===== config.mk =====
export PLATFORM = sky130hd
export DESIGN_NAME = add_sum_buffer_flat
export DESIGN_NICKNAME = d
export VERILOG_FILES = /design/src/rtl/add_sum_buffer_pkg.sv /design/src/rtl/add_sum_buffer_if.sv /design/src/rtl/add_buf_entry.sv /design/src/rtl/add_sum_buffer.sv /design/src/flat_wrapper.sv
export SDC_FILE = /design/constraint.sdc
export NUM_CORES = 1
export LEC_CHECK = 0
export BUFFER_PORTS_ARGS = -buffer_cell sky130_fd_sc_hd__buf_4
export CAP_MARGIN = 20
export CORE_MARGIN = 2
export CORE_UTILIZATION = 49
export DETAILED_ROUTE_END_ITERATION = 8
export PLACE_DENSITY = 0.87
export SYNTH_ARGS = -nofsm -noshare
export SYNTH_HDL_FRONTEND = slang
export SYNTH_SLANG_ARGS = --single-unit

===== constraint.sdc =====
create_clock -name Clk -period 2.4 [get_ports Clk]
set_clock_uncertainty 0.1 [all_clocks]
set_input_delay 0.12 -clock Clk [delete_from_list [all_inputs] [get_ports Clk]]
set_output_delay 0.12 -clock Clk [all_outputs]
set_load 0.02 [all_outputs]

===== src/rtl/add_sum_buffer_pkg.sv =====
// add_sum_buffer shared types: FSM state encodings and entry sizing helpers.
// Imported by the buffer top and its testbench.
package add_sum_buffer_pkg;

  typedef enum logic [1:0] {
    ST_EMPTY = 2'd0,
    ST_ONE   = 2'd1,
    ST_FULL  = 2'd2
  } state_e;

  // One entry is the sum plus the collapsed carry bit.
  function automatic int add_entry_w(input int w);
    return w + 1;
  endfunction

  function automatic logic [1:0] occ_of(input state_e s);
    logic [1:0] n;
    n = 2'd0;
    case (s)
      ST_ONE:  n = 2'd1;
      ST_FULL: n = 2'd2;
      default: n = 2'd0;
    endcase
    return n;
  endfunction

endpackage


===== src/rtl/add_sum_buffer_if.sv =====
// add_sum_buffer handshake bundle: adder side (in_*) and consumer side (out_*).
// slave = the buffer, master = the surrounding producer/consumer.
interface add_sum_buffer_if #(
  parameter int WIDTH = 8
);

  logic             in_valid;
  logic             in_ready;
  logic [WIDTH-1:0] in_z;
  logic [WIDTH-1:0] in_cout;
  logic             out_valid;
  logic             out_ready;
  logic [WIDTH-1:0] out_z;
  logic             out_cout;

  modport slave (
    input  in_valid, in_z, in_cout, out_ready,
    output in_ready, out_valid, out_z, out_cout
  );

  modport master (
    output in_valid, in_z, in_cout, out_ready,
    input  in_ready, out_valid, out_z, out_cout
  );

endinterface


===== src/rtl/add_buf_entry.sv =====
// add_buf_entry: one load-enable storage slot of the sum buffer.
// Clears to zero on asynchronous active-low reset.
module add_buf_entry #(
  parameter int W = 9
) (
  input  logic         Clk,
  input  logic         Rst,
  input  logic         i_ld,
  input  logic [W-1:0] i_d,
  output logic [W-1:0] o_q
);

  logic [W-1:0] r_q;

  always_ff @(posedge Clk or negedge Rst) begin
    if (!Rst) begin
      r_q <= '0;
    end else if (i_ld) begin
      r_q <= i_d;
    end
  end

  assign o_q = r_q;

endmodule


===== src/rtl/add_sum_buffer.sv =====
// add_sum_buffer: registered 2-entry skid buffer behind the Add full-adder.
// Optional ADD_SUM_BUFFER_CARRY_STICKY_EN adds carry_sticky / clr_sticky.
module add_sum_buffer
  import add_sum_buffer_pkg::*;
#(
  parameter int WIDTH = 8
) (
  input  logic                Clk,
  input  logic                Rst,
  add_sum_buffer_if.slave     bus,
`ifdef ADD_SUM_BUFFER_CARRY_STICKY_EN
  output logic                carry_sticky,
  input  logic                clr_sticky,
`endif
  output logic [1:0]          occupancy
);

  localparam int EW = add_entry_w(WIDTH);

  state_e        r_state;
  state_e        w_nxt;
  logic          r_in_ready;
  logic          r_out_valid;
  logic [1:0]    r_occ;
  logic          w_push;
  logic          w_pop;
  logic          w_main_ld;
  logic          w_skid_ld;
  logic [EW-1:0] w_in_ent;
  logic [EW-1:0] w_main_d;
  logic [EW-1:0] w_main_q;
  logic [EW-1:0] w_skid_q;

  assign w_push   = bus.in_valid & r_in_ready;
  assign w_pop    = r_out_valid & bus.out_ready;
  assign w_in_ent = {|bus.in_cout, bus.in_z};

  always_comb begin
    w_nxt     = r_state;
    w_main_ld = 1'b0;
    w_skid_ld = 1'b0;
    w_main_d  = w_in_ent;
    case (r_state)
      ST_EMPTY: begin
        if (w_push) begin
          w_nxt     = ST_ONE;
          w_main_ld = 1'b1;
        end
      end
      ST_ONE: begin
        if (w_push && w_pop) begin
          w_main_ld = 1'b1;
        end else if (w_push) begin
          w_nxt     = ST_FULL;
          w_skid_ld = 1'b1;
        end else if (w_pop) begin
          w_nxt     = ST_EMPTY;
        end
      end
      ST_FULL: begin
        // in_ready is low here, so only the skid-to-main move can happen.
        if (w_pop) begin
          w_nxt     = ST_ONE;
          w_main_ld = 1'b1;
          w_main_d  = w_skid_q;
        end
      end
      default: begin
        w_nxt = ST_EMPTY;
      end
    endcase
  end

  always_ff @(posedge Clk or negedge Rst) begin
    if (!Rst) begin
      r_state     <= ST_EMPTY;
      r_in_ready  <= 1'b0;
      r_out_valid <= 1'b0;
      r_occ       <= 2'd0;
    end else begin
      r_state     <= w_nxt;
      r_in_ready  <= (w_nxt != ST_FULL);
      r_out_valid <= (w_nxt != ST_EMPTY);
      r_occ       <= occ_of(w_nxt);
    end
  end

  add_buf_entry #(.W(EW)) u_main (
    .Clk  (Clk),
    .Rst  (Rst),
    .i_ld (w_main_ld),
    .i_d  (w_main_d),
    .o_q  (w_main_q)
  );

  add_buf_entry #(.W(EW)) u_skid (
    .Clk  (Clk),
    .Rst  (Rst),
    .i_ld (w_skid_ld),
    .i_d  (w_in_ent),
    .o_q  (w_skid_q)
  );

  assign bus.in_ready  = r_in_ready;
  assign bus.out_valid = r_out_valid;
  assign bus.out_z     = w_main_q[WIDTH-1:0];
  assign bus.out_cout  = w_main_q[WIDTH];
  assign occupancy     = r_occ;

`ifdef ADD_SUM_BUFFER_CARRY_STICKY_EN
  logic r_sticky;

  // A carry pop in the same cycle as a clear keeps the flag set.
  always_ff @(posedge Clk or negedge Rst) begin
    if (!Rst) begin
      r_sticky <= 1'b0;
    end else if (w_pop && w_main_q[WIDTH]) begin
      r_sticky <= 1'b1;
    end else if (clr_sticky) begin
      r_sticky <= 1'b0;
    end
  end

  assign carry_sticky = r_sticky;
`endif

endmodule

===== src/flat_wrapper.sv =====
// flat-port wrapper written by rule: the top's interface ports become plain ports
module add_sum_buffer_flat import add_sum_buffer_pkg::*;
#(
  parameter int WIDTH = 8
)
  (Clk, Rst, occupancy, bus_in_valid, bus_in_z, bus_in_cout, bus_out_ready, bus_in_ready, bus_out_valid, bus_out_z, bus_out_cout);
  add_sum_buffer_if #(.WIDTH(WIDTH)) bus_i ();
  input  logic Clk;
  input  logic Rst;
  output logic [1:0] occupancy;
  input wire logic [$bits(bus_i.in_valid)-1:0] bus_in_valid;
  input wire logic [$bits(bus_i.in_z)-1:0] bus_in_z;
  input wire logic [$bits(bus_i.in_cout)-1:0] bus_in_cout;
  input wire logic [$bits(bus_i.out_ready)-1:0] bus_out_ready;
  output wire logic [$bits(bus_i.in_ready)-1:0] bus_in_ready;
  output wire logic [$bits(bus_i.out_valid)-1:0] bus_out_valid;
  output wire logic [$bits(bus_i.out_z)-1:0] bus_out_z;
  output wire logic [$bits(bus_i.out_cout)-1:0] bus_out_cout;
  assign bus_i.in_valid = bus_in_valid;
  assign bus_i.in_z = bus_in_z;
  assign bus_i.in_cout = bus_in_cout;
  assign bus_i.out_ready = bus_out_ready;
  assign bus_in_ready = bus_i.in_ready;
  assign bus_out_valid = bus_i.out_valid;
  assign bus_out_z = bus_i.out_z;
  assign bus_out_cout = bus_i.out_cout;
  add_sum_buffer #(.WIDTH(WIDTH)) u_core (.Clk(Clk), .Rst(Rst), .bus(bus_i), .occupancy(occupancy));
endmodule

==> impl_metrics.yaml <==
cts:
  cts_buffer_depth: 2
  cts.repair.resized: 0
  numClockSinks: 24
  root_buffer: "clkbuf_4"
  cts_tree: "built"
  cts_buffers: 3
  clk_latency_ps: 310
  htreeDepth: 1
  post_cts_buffers: 0
  cts.reportedPaths.clkPinSlew_ps: 130
sta:
  finalCriticalPeriod_ps: 1864
  finalSetupViolCount: 0
  finalSetupTns_ps: 0
  maxSlewHeadroom: 0.4823
  worst_pin_slew_ps: 771.9
  grt_setup_unrepaired: "no"
  period_share: 0.7766
  hold_violations: 0
  max_freq_mhz: 536.6
  drv_slew: 0
yosys:
  ys_ff_latch: 24
  synth.distinct_cells: 23
  synthesis.area_mm2: 0.001094
  synth_warnings: 0
  syn-mean-instance-area_um2: 14.58
  synth_nets: 95
  syn-instance-count: 75
  ys_seq_area_frac: 0.5492
power_and_ir_drop:
  intPower_w: 0.001150
  max-vdd-ir-drop_mv: 0.6774
  p_clk_frac: 0.120
  switchingPower_w: 0.0006096
  combPwrFrac: 0.464
  p_per_area_mw_per_mm2: 1190
  leakagePower_nw: 0.7028
  p_sw_frac: 0.3464
  pwr-share-seq: 0.417
routing:
  routed-via-count: 770
  wl_per_cell_um: 14.90
  drtIter0Drc: 5
  detail-route-antenna-nets: 0
  routed_wl_um: 2175
  drt-pass1-iter-count: 3
  drc_errors: 0
  avgViaCountPerCell: 5.274
floorplan:
  die_width_um: 51.24
  ioPinCount: 33
  die_h_um: 51.24
  dieArea_mm2: 0.002626
  initial_utilization: 0.5040
  core_area_mm2: 0.002170
  rows: 17
setup_path:
  rrSetupSlack_ps: 540
  crit_arrival_ps: 1970
  r2r_end: "u_core.u_main.o_q[2]$_DFFE_PN0P_"
  worstPathMaxFanout: 8
  r2r_start: "u_core.bus.in_ready$_DFF_PN0_"
  crit_family: "compound AO/OA/AOI/OAI gates"
  worstPathRequired_ps: 2510
  cpPeakStageDelay_ps: 700
  worst_path_max_delay_cell: "o31ai_2"
  cp-end-kind: "flop"
  crit_path_start_kind: "flop"
  crit_chain: "nand2_1 -> o31ai_2 -> mux2_2"
  reg2regPathDepth: 3
  worstSetupPathType: "flop to flop"
  critPathBufInv: 0
hold_path:
  min_from: "bus_in_valid"
  hold_class: "input port to flop"
  min_delay_worst_endpoint: "u_core.bus.out_valid$_DFF_PN0_"
  hold_depth: 3
finish:
  finish.utilization: 0.6817
  areaGrowthSynthToFinish_pct: 35.24
  nets: 139
  antennaDiodeCount: 0
  drive_gt1_frac: 0.5508
  stdcell_area_mm2: 0.001479
grt:
  grt_overflow: 0
  grt_pass1_vias: 810
  grt_usage: 0.1871
  antenna_found_initial: 0
  grt_pass1_wl_um: 3560
  grt_start_max_net_pins: 25
place:
  routabilityCongestion: 0.8080
  postPlaceCellArea_mm2: 0.001353
  dp_hpwl_um: 1530
  io_buffers: 32
status:
  status: "finished clean"
job:
  maxCapViolCount: 0
[worst max path at each step]
stage | to | cells past startpoint | from
6_report | u_core.u_main.o_q[2]$_DFFE_PN0P_ | 3 | u_core.bus.in_ready$_DFF_PN0_
5_1_grt | u_core.u_main.o_q[3]$_DFFE_PN0P_ | 3 | u_core.bus.in_ready$_DFF_PN0_
4_1_cts | u_core.u_main.o_q[5]$_DFFE_PN0P_ | 3 | u_core.bus.in_ready$_DFF_PN0_
3_5_place_dp | u_core.u_main.o_q[2]$_DFFE_PN0P_ | 3 | u_core.bus.in_ready$_DFF_PN0_
3_3_place_gp | u_core.u_main.o_q[0]$_DFFE_PN0P_ | 3 | u_core.bus.in_ready$_DFF_PN0_
2_1_floorplan | u_core.u_skid.o_q[0]$_DFFE_PN0P_ | 4 | u_core.bus.out_valid$_DFF_PN0_
[layout by cell type (no fill, tap or decap)]
master	netlist	routed
a211o_1	1	1
a21boi_4	1	1
a21oi_1	1	1
and2_1	1	1
buf_4	1	33
clkbuf_4	0	3
clkbuf_8	0	1
dfrtp_1	24	24
dlygate4sd3_1	0	9
inv_1	1	1
mux2_2	18	18
mux2_4	7	7
nand2_1	2	2
nand2b_1	1	1
nand4b_1	1	1
nor2_1	1	1
nor3_1	1	1
nor4_1	2	2
o21a_1	1	1
o21ai_0	5	5
o311a_1	1	1
o31ai_2	1	1
or3b_4	1	1
xor2_1	1	1
[power by group through the flow]
| stage | clock (W) | combinational [W] | sequential, W |
|---|---|---|---|
| 6_report | 0.000211 | 0.000816 | 0.000733 |
| 5_1_grt | 0.000231 | 0.000871 | 0.000766 |
| 4_1_cts | 0.000215 | 0.000824 | 0.000737 |
| 2_1_floorplan | 0 | 0.000438 | 0.000835 |
| 3_3_place_gp | 0 | 0.000791 | 0.000730 |
| 3_5_place_dp | 0 | 0.000809 | 0.000742 |
[flip-flops by register name (all words and copies together) (netlist names)]
register and cells:
u_core.bus.in_ready 1, u_core.bus.out_valid 1, u_core.occupancy 2, u_core.r_state 2, u_core.u_main.o_q 9, u_core.u_skid.o_q 9
[layout make-up]
class,instances,area (um^2)
clock buffers,4,36.28
fillers,165,690.7
inverters,1,3.754
multi-input cells,47,465.4
flip-flops and latches,24,600.6
well taps,28,35.03
repair buffers,42,337.8
[synthesized netlist by cell type, drive strengths merged]
library cell   n  area (um^2)
a211o          1        8.760
a21boi         1        18.77
a21oi          1        5.000
and2           1        6.260
buf            3        23.77
dfrtp         24        600.6
inv            1        3.750
mux2          25        307.8
nand2          2        7.510
nand2b         1        6.260
nand4b         1        8.760
nor2           1        3.750
nor3           1        5.000
nor4           2        12.51
o21a           1        7.510
o21ai          5        25.02
o311a          1        10.01
o31ai          1        12.51
or3b           1        11.26
xor2           1        8.760
[stage by stage]
stage | total power, W | hold WS (ps) | cells | setup WS, ps
4_1_cts | 0.001777 | 21.61 | 146 | 542.0
2_1_floorplan | 0.001273 | -275.6 | 75 | 600.4
6_report | 0.001760 | 14.03 | 146 | 536.2
5_1_grt | 0.001868 | 34.84 | 146 | 445.2
3_5_place_dp | 0.001551 | -65.48 | 133 | 566.8
3_3_place_gp | 0.001521 | -71.10 | 133 | 634.7
[what timing repair did]
item                                    4_1_cts  5_1_grt
hold buffers                                  9        0
endpoints found under the hold margin        32        0
endpoints found under the setup margin        0        0
[tightest hold or removal path: cells and delay by family]
kind | cells | cell delay [ps]
compound gates | 2 | 190
buf+inv | 1 | 80
[metal layers]
layer / vias to the layer above / wire length [um] / global-route usage
met2: 22 / 1183 / 0.3550
li1: 360 / - / -
met3: 2 / 90 / 0.02924
met1: 386 / 885 / 0.2080
met5: - / 0 / 0
met4: 0 / 15 / 0.07018
[cell families after synthesis]
logic type	after synthesis	share of synthesized area
AOI/OAI and AO/OA	11	0.08009
DFF	24	0.5492
muxes	25	0.2815
and+or+nand+nor	10	0.05607
xor gates and xnor gates	1	0.008011
buffers and inverters	4	0.02517
(Power assumes the default switching activity.)
